### src/rtl/ocp_slave_mem_if.sv
// ocp_if: OCP request/write-data/response bundle between an OCP master and slave.
// Ports (signals):
//   m_* - driven by the master: command, burst fields, write data and response accept
//   s_* - driven by the slave: command/data accept and tagged response beats
// Modports: master (drives m_*), slave (drives s_*).
interface ocp_if #(
    parameter int DATA_WIDTH = 32,
    parameter int ADDR_WIDTH = 5,
    parameter int BLEN_WIDTH = 4,
    parameter int TAGI_WIDTH = 5,
    parameter int INFO_WIDTH = 4
);
    logic [ADDR_WIDTH-1:0]   m_addr;
    logic [BLEN_WIDTH-1:0]   m_burst_lenght;
    logic [2:0]              m_burst_seq;
    logic [DATA_WIDTH/8-1:0] m_byteen;
    logic [2:0]              m_cmd;
    logic [DATA_WIDTH-1:0]   m_data;
    logic [DATA_WIDTH/8-1:0] m_data_byteen;
    logic                    m_data_last;
    logic [TAGI_WIDTH-1:0]   m_data_tagid;
    logic                    m_data_valid;
    logic [INFO_WIDTH-1:0]   m_req_info;
    logic                    m_resp_accept;
    logic [TAGI_WIDTH-1:0]   m_tagid;
    logic                    s_cmd_accept;
    logic [DATA_WIDTH-1:0]   s_data;
    logic                    s_data_accept;
    logic [1:0]              s_resp;
    logic                    s_resp_last;
    logic [TAGI_WIDTH-1:0]   s_tagid;
    modport master (
        output m_addr, m_burst_lenght, m_burst_seq, m_byteen, m_cmd, m_data, m_data_byteen,
               m_data_last, m_data_tagid, m_data_valid, m_req_info, m_resp_accept, m_tagid,
        input  s_cmd_accept, s_data, s_data_accept, s_resp, s_resp_last, s_tagid
    );
    modport slave (
        input  m_addr, m_burst_lenght, m_burst_seq, m_byteen, m_cmd, m_data, m_data_byteen,
               m_data_last, m_data_tagid, m_data_valid, m_req_info, m_resp_accept, m_tagid,
        output s_cmd_accept, s_data, s_data_accept, s_resp, s_resp_last, s_tagid
    );
endinterface

### src/rtl/ocp_slave_mem.sv
// ocp_slave_mem: OCP slave terminating single-outstanding INCR bursts in a word-addressed register memory.
// Ports:
//   clk   - rising-edge clock
//   rst_n - asynchronous active-low reset; abandons any burst in flight
//   bus   - OCP bundle (slave modport); all s_* outputs are registered
module ocp_slave_mem #(
    parameter int DATA_WIDTH = 32,
    parameter int ADDR_WIDTH = 5,
    parameter int BLEN_WIDTH = 4,
    parameter int TAGI_WIDTH = 5,
    parameter int INFO_WIDTH = 4
) (
    input  logic clk,
    input  logic rst_n,
    ocp_if.slave bus
);
    localparam int DEPTH = 2 ** ADDR_WIDTH;
    localparam int NBYTES = DATA_WIDTH / 8;
    localparam logic [BLEN_WIDTH-1:0] ONE = BLEN_WIDTH'(1);
    localparam logic [2:0] CMD_IDLE = 3'b000, CMD_WR = 3'b001, CMD_RD = 3'b010;
    localparam logic [1:0] RESP_NULL = 2'b00, RESP_DVA = 2'b01, RESP_ERR = 2'b11;
    typedef enum logic [1:0] {IDLE, WDATA, WRESP, RRESP} state_t;
    state_t state, state_n;
    logic [ADDR_WIDTH-1:0] addr, addr_n, wr_addr, rd_addr;
    logic [BLEN_WIDTH-1:0] len, len_n, beat, beat_n;
    logic [TAGI_WIDTH-1:0] tag, tag_n;
    logic err, err_n, we, final_beat, resp_n;
    logic [DATA_WIDTH-1:0] mem [DEPTH];
    logic unused_ok;
    assign unused_ok = ^{bus.m_byteen, bus.m_req_info};
    assign wr_addr = addr + ADDR_WIDTH'(beat);
    // Registered outputs are computed from the next-state values, so the
    // read address must also follow the next beat to give latency-1 data.
    assign rd_addr = addr_n + ADDR_WIDTH'(beat_n);
    assign final_beat = beat == len - ONE;
    assign resp_n = state_n == WRESP || state_n == RRESP;
    always_comb begin
        state_n = state;
        addr_n = addr;
        len_n = len;
        beat_n = beat;
        tag_n = tag;
        err_n = err;
        we = 1'b0;
        case (state)
            IDLE: if (bus.s_cmd_accept && bus.m_cmd != CMD_IDLE) begin
                addr_n = bus.m_addr;
                len_n = bus.m_burst_lenght;
                tag_n = bus.m_tagid;
                beat_n = '0;
                err_n = bus.m_burst_seq != 3'b000 || bus.m_burst_lenght == '0;
                if (bus.m_cmd == CMD_WR)
                    state_n = bus.m_burst_lenght == '0 ? WRESP : WDATA;
                else if (bus.m_cmd == CMD_RD)
                    state_n = RRESP;
                else begin
                    err_n = 1'b1;
                    state_n = WRESP;
                end
            end
            WDATA: if (bus.m_data_valid) begin
                // A mismatched tag poisons the response but this beat still lands.
                we = !err;
                beat_n = beat + ONE;
                if (bus.m_data_tagid != tag) err_n = 1'b1;
                if (bus.m_data_last || final_beat) begin
                    state_n = WRESP;
                    if (bus.m_data_last != final_beat) err_n = 1'b1;
                end
            end
            WRESP: if (bus.m_resp_accept) state_n = IDLE;
            RRESP: if (bus.m_resp_accept) begin
                beat_n = beat + ONE;
                if (err || final_beat) state_n = IDLE;
            end
        endcase
    end
    always_ff @(posedge clk or negedge rst_n) begin
        if (!rst_n) begin
            state <= IDLE;
            addr <= '0;
            len <= '0;
            beat <= '0;
            tag <= '0;
            err <= 1'b0;
            bus.s_cmd_accept <= 1'b0;
            bus.s_data_accept <= 1'b0;
            bus.s_resp <= RESP_NULL;
            bus.s_resp_last <= 1'b0;
            bus.s_tagid <= '0;
            bus.s_data <= '0;
        end else begin
            state <= state_n;
            addr <= addr_n;
            len <= len_n;
            beat <= beat_n;
            tag <= tag_n;
            err <= err_n;
            bus.s_cmd_accept <= state_n == IDLE;
            bus.s_data_accept <= state_n == WDATA;
            bus.s_resp <= resp_n ? (err_n ? RESP_ERR : RESP_DVA) : RESP_NULL;
            bus.s_resp_last <= state_n == WRESP || (state_n == RRESP && (err_n || beat_n == len_n - ONE));
            bus.s_tagid <= resp_n ? tag_n : '0;
            bus.s_data <= (state_n == RRESP && !err_n) ? mem[rd_addr] : '0;
        end
    end
    always_ff @(posedge clk) begin
        if (we)
            for (int b = 0; b < NBYTES; b++)
                if (bus.m_data_byteen[b]) mem[wr_addr][8*b +: 8] <= bus.m_data[8*b +: 8];
    end
endmodule

### src/flat_wrapper.sv
// flat-port wrapper written by rule: the top's interface ports become plain ports
module ocp_slave_mem_flat 
#(
    parameter int DATA_WIDTH = 32,
    parameter int ADDR_WIDTH = 5,
    parameter int BLEN_WIDTH = 4,
    parameter int TAGI_WIDTH = 5,
    parameter int INFO_WIDTH = 4
)
  (clk, rst_n, bus_m_addr, bus_m_burst_lenght, bus_m_burst_seq, bus_m_byteen, bus_m_cmd, bus_m_data, bus_m_data_byteen, bus_m_data_last, bus_m_data_tagid, bus_m_data_valid, bus_m_req_info, bus_m_resp_accept, bus_m_tagid, bus_s_cmd_accept, bus_s_data, bus_s_data_accept, bus_s_resp, bus_s_resp_last, bus_s_tagid);
  ocp_if #(.DATA_WIDTH(DATA_WIDTH), .ADDR_WIDTH(ADDR_WIDTH), .BLEN_WIDTH(BLEN_WIDTH), .TAGI_WIDTH(TAGI_WIDTH), .INFO_WIDTH(INFO_WIDTH)) bus_i ();
  input  logic clk;
  input  logic rst_n;
  input wire logic [$bits(bus_i.m_addr)-1:0] bus_m_addr;
  input wire logic [$bits(bus_i.m_burst_lenght)-1:0] bus_m_burst_lenght;
  input wire logic [$bits(bus_i.m_burst_seq)-1:0] bus_m_burst_seq;
  input wire logic [$bits(bus_i.m_byteen)-1:0] bus_m_byteen;
  input wire logic [$bits(bus_i.m_cmd)-1:0] bus_m_cmd;
  input wire logic [$bits(bus_i.m_data)-1:0] bus_m_data;
  input wire logic [$bits(bus_i.m_data_byteen)-1:0] bus_m_data_byteen;
  input wire logic [$bits(bus_i.m_data_last)-1:0] bus_m_data_last;
  input wire logic [$bits(bus_i.m_data_tagid)-1:0] bus_m_data_tagid;
  input wire logic [$bits(bus_i.m_data_valid)-1:0] bus_m_data_valid;
  input wire logic [$bits(bus_i.m_req_info)-1:0] bus_m_req_info;
  input wire logic [$bits(bus_i.m_resp_accept)-1:0] bus_m_resp_accept;
  input wire logic [$bits(bus_i.m_tagid)-1:0] bus_m_tagid;
  output wire logic [$bits(bus_i.s_cmd_accept)-1:0] bus_s_cmd_accept;
  output wire logic [$bits(bus_i.s_data)-1:0] bus_s_data;
  output wire logic [$bits(bus_i.s_data_accept)-1:0] bus_s_data_accept;
  output wire logic [$bits(bus_i.s_resp)-1:0] bus_s_resp;
  output wire logic [$bits(bus_i.s_resp_last)-1:0] bus_s_resp_last;
  output wire logic [$bits(bus_i.s_tagid)-1:0] bus_s_tagid;
  assign bus_i.m_addr = bus_m_addr;
  assign bus_i.m_burst_lenght = bus_m_burst_lenght;
  assign bus_i.m_burst_seq = bus_m_burst_seq;
  assign bus_i.m_byteen = bus_m_byteen;
  assign bus_i.m_cmd = bus_m_cmd;
  assign bus_i.m_data = bus_m_data;
  assign bus_i.m_data_byteen = bus_m_data_byteen;
  assign bus_i.m_data_last = bus_m_data_last;
  assign bus_i.m_data_tagid = bus_m_data_tagid;
  assign bus_i.m_data_valid = bus_m_data_valid;
  assign bus_i.m_req_info = bus_m_req_info;
  assign bus_i.m_resp_accept = bus_m_resp_accept;
  assign bus_i.m_tagid = bus_m_tagid;
  assign bus_s_cmd_accept = bus_i.s_cmd_accept;
  assign bus_s_data = bus_i.s_data;
  assign bus_s_data_accept = bus_i.s_data_accept;
  assign bus_s_resp = bus_i.s_resp;
  assign bus_s_resp_last = bus_i.s_resp_last;
  assign bus_s_tagid = bus_i.s_tagid;
  ocp_slave_mem #(.DATA_WIDTH(DATA_WIDTH), .ADDR_WIDTH(ADDR_WIDTH), .BLEN_WIDTH(BLEN_WIDTH), .TAGI_WIDTH(TAGI_WIDTH), .INFO_WIDTH(INFO_WIDTH)) u_core (.clk(clk), .rst_n(rst_n), .bus(bus_i));
endmodule
### config.mk
export PLATFORM = sky130hd
export DESIGN_NAME = ocp_slave_mem_flat
export DESIGN_NICKNAME = d
export VERILOG_FILES = /design/src/rtl/ocp_slave_mem_if.sv /design/src/rtl/ocp_slave_mem.sv /design/src/flat_wrapper.sv
export SDC_FILE = /design/constraint.sdc
export NUM_CORES = 1
export LEC_CHECK = 0
export ABC_AREA = 1
export ABC_CLOCK_PERIOD_IN_PS = 7520
export CAP_MARGIN = 20
export CORE_ASPECT_RATIO = 1.4
export CORE_UTILIZATION = 60
export DETAILED_ROUTE_END_ITERATION = 8
export PLACE_DENSITY_LB_ADDON = 0.12
export SYNTH_ARGS = -nofsm -noshare
export SYNTH_HDL_FRONTEND = slang
export SYNTH_SLANG_ARGS = --single-unit
### constraint.sdc
create_clock -name clk -period 7.52 [get_ports clk]
set_input_delay 2.256 -clock clk [delete_from_list [all_inputs] [get_ports clk]]
set_output_delay 2.256 -clock clk [all_outputs]
set_load 0.05 [all_outputs]
== Yosys cells after proc, flatten, opt, wreduce, memory -nomap -nowiden ==
Memory sizes are Yosys's and may differ from the RTL's.
Cells that the tools add are included.
Operators by class
  $add $sub $neg: 5
  equality and inequality tests: 12
  multiplexer cells: 46
  reduce and logical (&&, ||, !) cells: 16
Operator list (count)
  $mux 32: 1
  $mux 5: 5
  $mux 1: 22
  $mux 2: 10
  $mux 4: 5
  $pmux 4 s3: 1
  $add 5x4->5: 2
  $eq 2x2->1 const B: 4
  $eq 4x4->1: 2
  $pmux 2 s4: 1
  $sub 4x1->4 const B: 2
  $logic_or 1x1->1: 6
  $reduce_bool 3->1: 2
  $ne 5x5->1: 1
  $add 4x1->4 const B: 1
  $eq 2x1->1 const B: 2
  $logic_not 2->1: 2
  $logic_not 4->1: 1
  $eq 3x1->1 const B: 1
  $eq 3x2->1 const B: 1
  $logic_and 1x1->1: 3
  $logic_not 1->1: 2
  $pmux 1 s2: 1
  $ne 1x1->1: 1
Word-level totals
  flip-flop bits (word level): 63
  memory bits (writable): 1024
  input bits: 74
  output and inout bits: 42
  logic and storage cells: 92
  memories: 1
Memory list
  u_core.mem: depth 32, width 32, read ports 1, clocked after Yosys merged registers in 0, wr ports 1, line ocp_slave_mem.sv:28  | logic [DATA_WIDTH-1:0] mem [DEPTH];

== Depth between registers and ports, before layout ==
  depth after elaboration: 10
  mapped depth: 24

== Worst setup path after synthesis ==
OpenSTA, ideal clock, no wires.
  path kind: in2reg
  from: in bus_m_cmd[2]
  to: reg u_core.bus.s_data[10]
  setup time: 0.119 ns
  data arrival time: 4.846 ns
  data required time: 7.401 ns
  setup slack: 2.554 ns
  cell stages on the path: 18
  buffers on the path: 4
  cell sequence: nor2_1 -> nand2_1 -> nand3_4 -> inv_2 -> buf_2 -> nand2_1 -> nand2_1 -> ha_1 -> inv_1 -> fa_1 -> buf_2 -> buf_2 -> buf_1 -> nand3_1 -> nand3_1 -> nand3_1 -> a31oi_1 -> nor2_1
Between the ends
  elaborated cells on any way between the ends: 22
RTL lines
  from (decl): line flat_wrapper.sv:18  | input wire logic [$bits(bus_i.m_cmd)-1:0] bus_m_cmd;
  $reduce_bool 3->1: line ocp_slave_mem.sv:46  | IDLE: if (bus.s_cmd_accept && bus.m_cmd != CMD_IDLE) begin
  $logic_and 1x1->1: line ocp_slave_mem.sv:46
  $mux 5: line ocp_slave_mem.sv:46
  $mux 5: line ocp_slave_mem.sv:45  | case (state)
  named net u_core.addr_n[0]: line ocp_slave_mem.sv:24  | logic [ADDR_WIDTH-1:0] addr, addr_n, wr_addr, rd_addr;
  $add 5x4->5: line ocp_slave_mem.sv:34  | assign rd_addr = addr_n + ADDR_WIDTH'(beat_n);
  $mem_v2 32x32
  $mux 32: line ocp_slave_mem.sv:104  | bus.s_data <= (state_n == RRESP && !err_n) ? mem[rd_addr] : '0;
  to (signal assigned): line ocp_slave_mem.sv:104
  to (decl): line ocp_slave_mem_if.sv:40  | output s_cmd_accept, s_data, s_data_accept, s_resp, s_resp_last, s_tagid
The timed path passes the listed nets, and every way through them passes these cells.

== Worst setup path after layout ==
  from: in bus_m_cmd[0]
  to: reg u_core.bus.s_data[16]
The elaborated chain is that of the path after synthesis.

==> flow_metrics.env <==
export IMPL_setup_viol=0
export IMPL_grt_ovfl_total=0
export IMPL_hp_class="register to register"
export IMPL_slew_viol_final=0
export IMPL_synth_top_area_share_pct=69.5
export IMPL_fmax_ghz=0.163
export IMPL_cp_required_ps=8030
export IMPL_fillers=5124
export IMPL_status="complete, no violations"
export IMPL_postCtsSetupRepairBufs=0
export IMPL_io_buffers=107
export IMPL_path_class="primary input to register"
export IMPL_grt_pass1_vias=28100
export IMPL_hpwl_microns=63800
export IMPL_fp_row_count=117
export IMPL_netlist_area_sq_um=44200
export IMPL_synth_xor_area_share_pct=0.218
export IMPL_numCtsBuffers=98
export IMPL_rsz0062_at_grt="no"
export IMPL_maxCapViolCount=0
export IMPL_relSlewSlack_pct=33.1
export IMPL_clock_path_buffers=3
export IMPL_grt_total_usage_pct=29.3
export IMPL_hold_viol_final=0
export IMPL_route_vias_total=28900
export IMPL_synth_avg_cell_area_sq_um=11.6
export IMPL_tightest_slew_ps=1000
export IMPL_yosysSeqAreaShare_pct=73.1
export IMPL_synth_compound_area_share_pct=1.03
export IMPL_cp_common_cell="nand2_1"
export IMPL_drt_iter0_markers=3456
export IMPL_setup_tns_final_ps=0
export IMPL_cts_tree="done"
export IMPL_yosys_area_top_type="edfxtp_1"
export IMPL_cp_num_buf_inv=5
export IMPL_yosysMostFrequentCell="nand2_1"
export IMPL_die_height_microns=323
export IMPL_final_period_utilization_pct=81.7
export IMPL_end_kind="register"
export IMPL_async_flop_share_pct=5.80
export IMPL_min_period_ps=6140
export IMPL_synthDistinctLibCells=31
export IMPL_drc=0
export IMPL_synth_mux_area_share_pct=0
export IMPL_die_w_microns=231
export IMPL_drt_pre_antenna_iters=8
export IMPL_yosys_area_share_simple_pct=22.3
export IMPL_crit_path_start_kind="primary input"
export IMPL_pin_count=116
export IMPL_synth_edf_count=1024
export IMPL_drive_above_1_share_pct=5.95
export IMPL_ys_warn_count=0
export IMPL_fp_dieArea_sq_um=74800
export IMPL_crit_chain="clkdlybuf4s50_1, inv_1, nand2_1, nand3_4, inv_2, nand2_1, nand2_1, ha_4, inv_1, fa_4, buf_12, nand3_1, nand3_1, nand3_1, nand2_1, nor2_1, a31oi_1, nor2_1"
export IMPL_wirelength_microns=109000
export IMPL_clk_pin_slew_ps=60
export IMPL_antenna_found_initial=2
export IMPL_htree_levels=3
export IMPL_cts_root_buf="clkbuf_16"
export IMPL_finClkSkew_ps=14.2
export IMPL_syn_inst=3804
export IMPL_synthAdderAreaFrac_pct=0.430
export IMPL_ys_ff_latch=1087
export IMPL_syn2layout_area_growth_pct=12.6
export IMPL_synth_top_family_by_area="simple AND/OR/NAND/NOR gates"
export IMPL_cts_sink_count=1087
export IMPL_synth_top_flop_cell="edfxtp_1"
export IMPL_post_drt_wl_per_cell_microns=22.3
export IMPL_cp_top_family="buffers and inverters"
export IMPL_critPathSlowestCell="fa_4"
export IMPL_cp_slowest_stage_delay_ps=910
export IMPL_coreArea_sq_um=72800
export IMPL_synth_nets=3892
export IMPL_postRouteAntennaNets=0
export IMPL_synth_area_leaders="edfxtp_1, nand3_1, nand2_1"
export IMPL_synthTopCellsByCount="nand2_1, edfxtp_1, nand3_1, nor2_1, clkbuf_1"
export IMPL_cp_max_fo=177
export IMPL_cts_hold_buf=0
export IMPL_initial_core_util_pct=60.8
export IMPL_grt_pass1_wl_microns=163000
export IMPL_vias_per_cell=5.92
export IMPL_insertion_delay_ps=670
export IMPL_cp_data_arrival_time_ps=6650
export IMPL_nNetsFinal=3937
export IMPL_cts_resized=0
export IMPL_gp_congestion=0.865
export IMPL_grt_max_degree=178
[cell type report]
cell class	count	area [sq um]	area share, %
diodes	1	2.50	0.00503
clock buffers	138	2710	5.43
clock inverters	47	463	0.930
inverters	65	262	0.525
multi-input cells	2418	10600	21.4
flip-flops and latches	1087	32300	64.9
well taps	952	1190	2.39
repair buffers	179	2190	4.41
[per-stage QoR]
stage,hold WS [ps],setup slack (ps),utilization (%),std cells,cell area [sq um]
6_report,539,1380,68.4,4887,49800
4_1_cts,540,1460,67.7,4862,49300
5_1_grt,583,1160,68.4,4887,49800
3_5_place_dp,526,767,63.4,4677,46100
3_3_place_gp,515,809,63.2,4671,46000
2_1_floorplan,476,2550,-,3804,44200
[registers in the layout (all words and copies together), names as in the netlist]
register                  count
u_core.bus.s_tagid            5
u_core.beat                   4
u_core.bus.s_cmd_accept       1
u_core.err                    1
u_core.len                    4
u_core.mem                 1024
u_core.bus.s_data            32
u_core.bus.s_resp_last        1
u_core.tag                    5
u_core.state                  2
u_core.bus.s_data_accept      1
u_core.bus.s_resp             2
u_core.addr                   5
[kinds of logic (layout without fill, tap and decap cells)]
group / count (synthesis) / after routing
other: 0 / 1
DFF: 1087 / 1087
buffers and inverters: 299 / 429
AOI/OAI and AO/OA: 81 / 81
xor gates and xnor gates: 11 / 11
and+or+nand+nor: 2312 / 2312
adders and majority gates: 14 / 14
[metal layers]
metal | track usage (%) | up-vias | share of wire, %
li1 | - | 13400 | -
met1 | 37.7 | 14100 | 38
met2 | 49.0 | 1187 | 50
met3 | 4.68 | 227 | 7.8
met4 | 14.2 | 0 | 4.3
met5 | 0 | - | 0
[worst paths after layout]
check / startpoint / slack (ps) / end / cells after the start
min in group asynchronous: rst_n / 1410 / u_core.bus.s_data[25]$_DFF_PN0_ / 1
hold reg to reg: u_core.addr[2]$_DFF_PN0_ / 540 / u_core.addr[2]$_DFF_PN0_ / 2
max in group asynchronous: rst_n / 5020 / u_core.bus.s_data[10]$_DFF_PN0_ / 2
setup reg to reg: u_core.state[0]$_DFF_PN0_ / 3020 / u_core.bus.s_data[16]$_DFF_PN0_ / 16
hold / removal: u_core.addr[2]$_DFF_PN0_ / 540 / u_core.addr[2]$_DFF_PN0_ / 2
setup / recovery: bus_m_cmd[0] / 1380 / u_core.bus.s_data[16]$_DFF_PN0_ / 18
[worst reg2reg max path: stages (launching register included)]
cell and delay, ps:
dfrtp_1 490, nor2_4 230, nand3_4 230, inv_2 280
nand2_1 90, nand2_1 130, ha_4 140, inv_1 50
fa_4 910, buf_12 610, nand3_1 360, nand3_1 170
nand3_1 140, nand2_1 120, nor2_1 60, a31oi_1 260
nor2_1 80
[cells in the final DEF (no fill, tap or decap), types with 6 or more instances in the layout]
master and instances:
o21ai_0 31, edfxtp_1 1024, clkbuf_8 6, or2_2 6, buf_4 31, clkbuf_16 103, nor3_1 9, clkbuf_1 32
bufinv_16 8, a21oi_1 11, buf_8 10, clkinv_1 13, clkdlybuf4s50_1 106, nand2_1 1156, nor2_1 239, inv_1 60
o22ai_1 6, dfrtp_1 63, buf_12 12, clkinv_2 17, a31oi_1 32, ha_1 11, nand3_1 888, buf_16 15
Power is left out: the tool's default activity adds up to more than one toggle a clock period on the data nets, which glitch-free logic cannot reach.
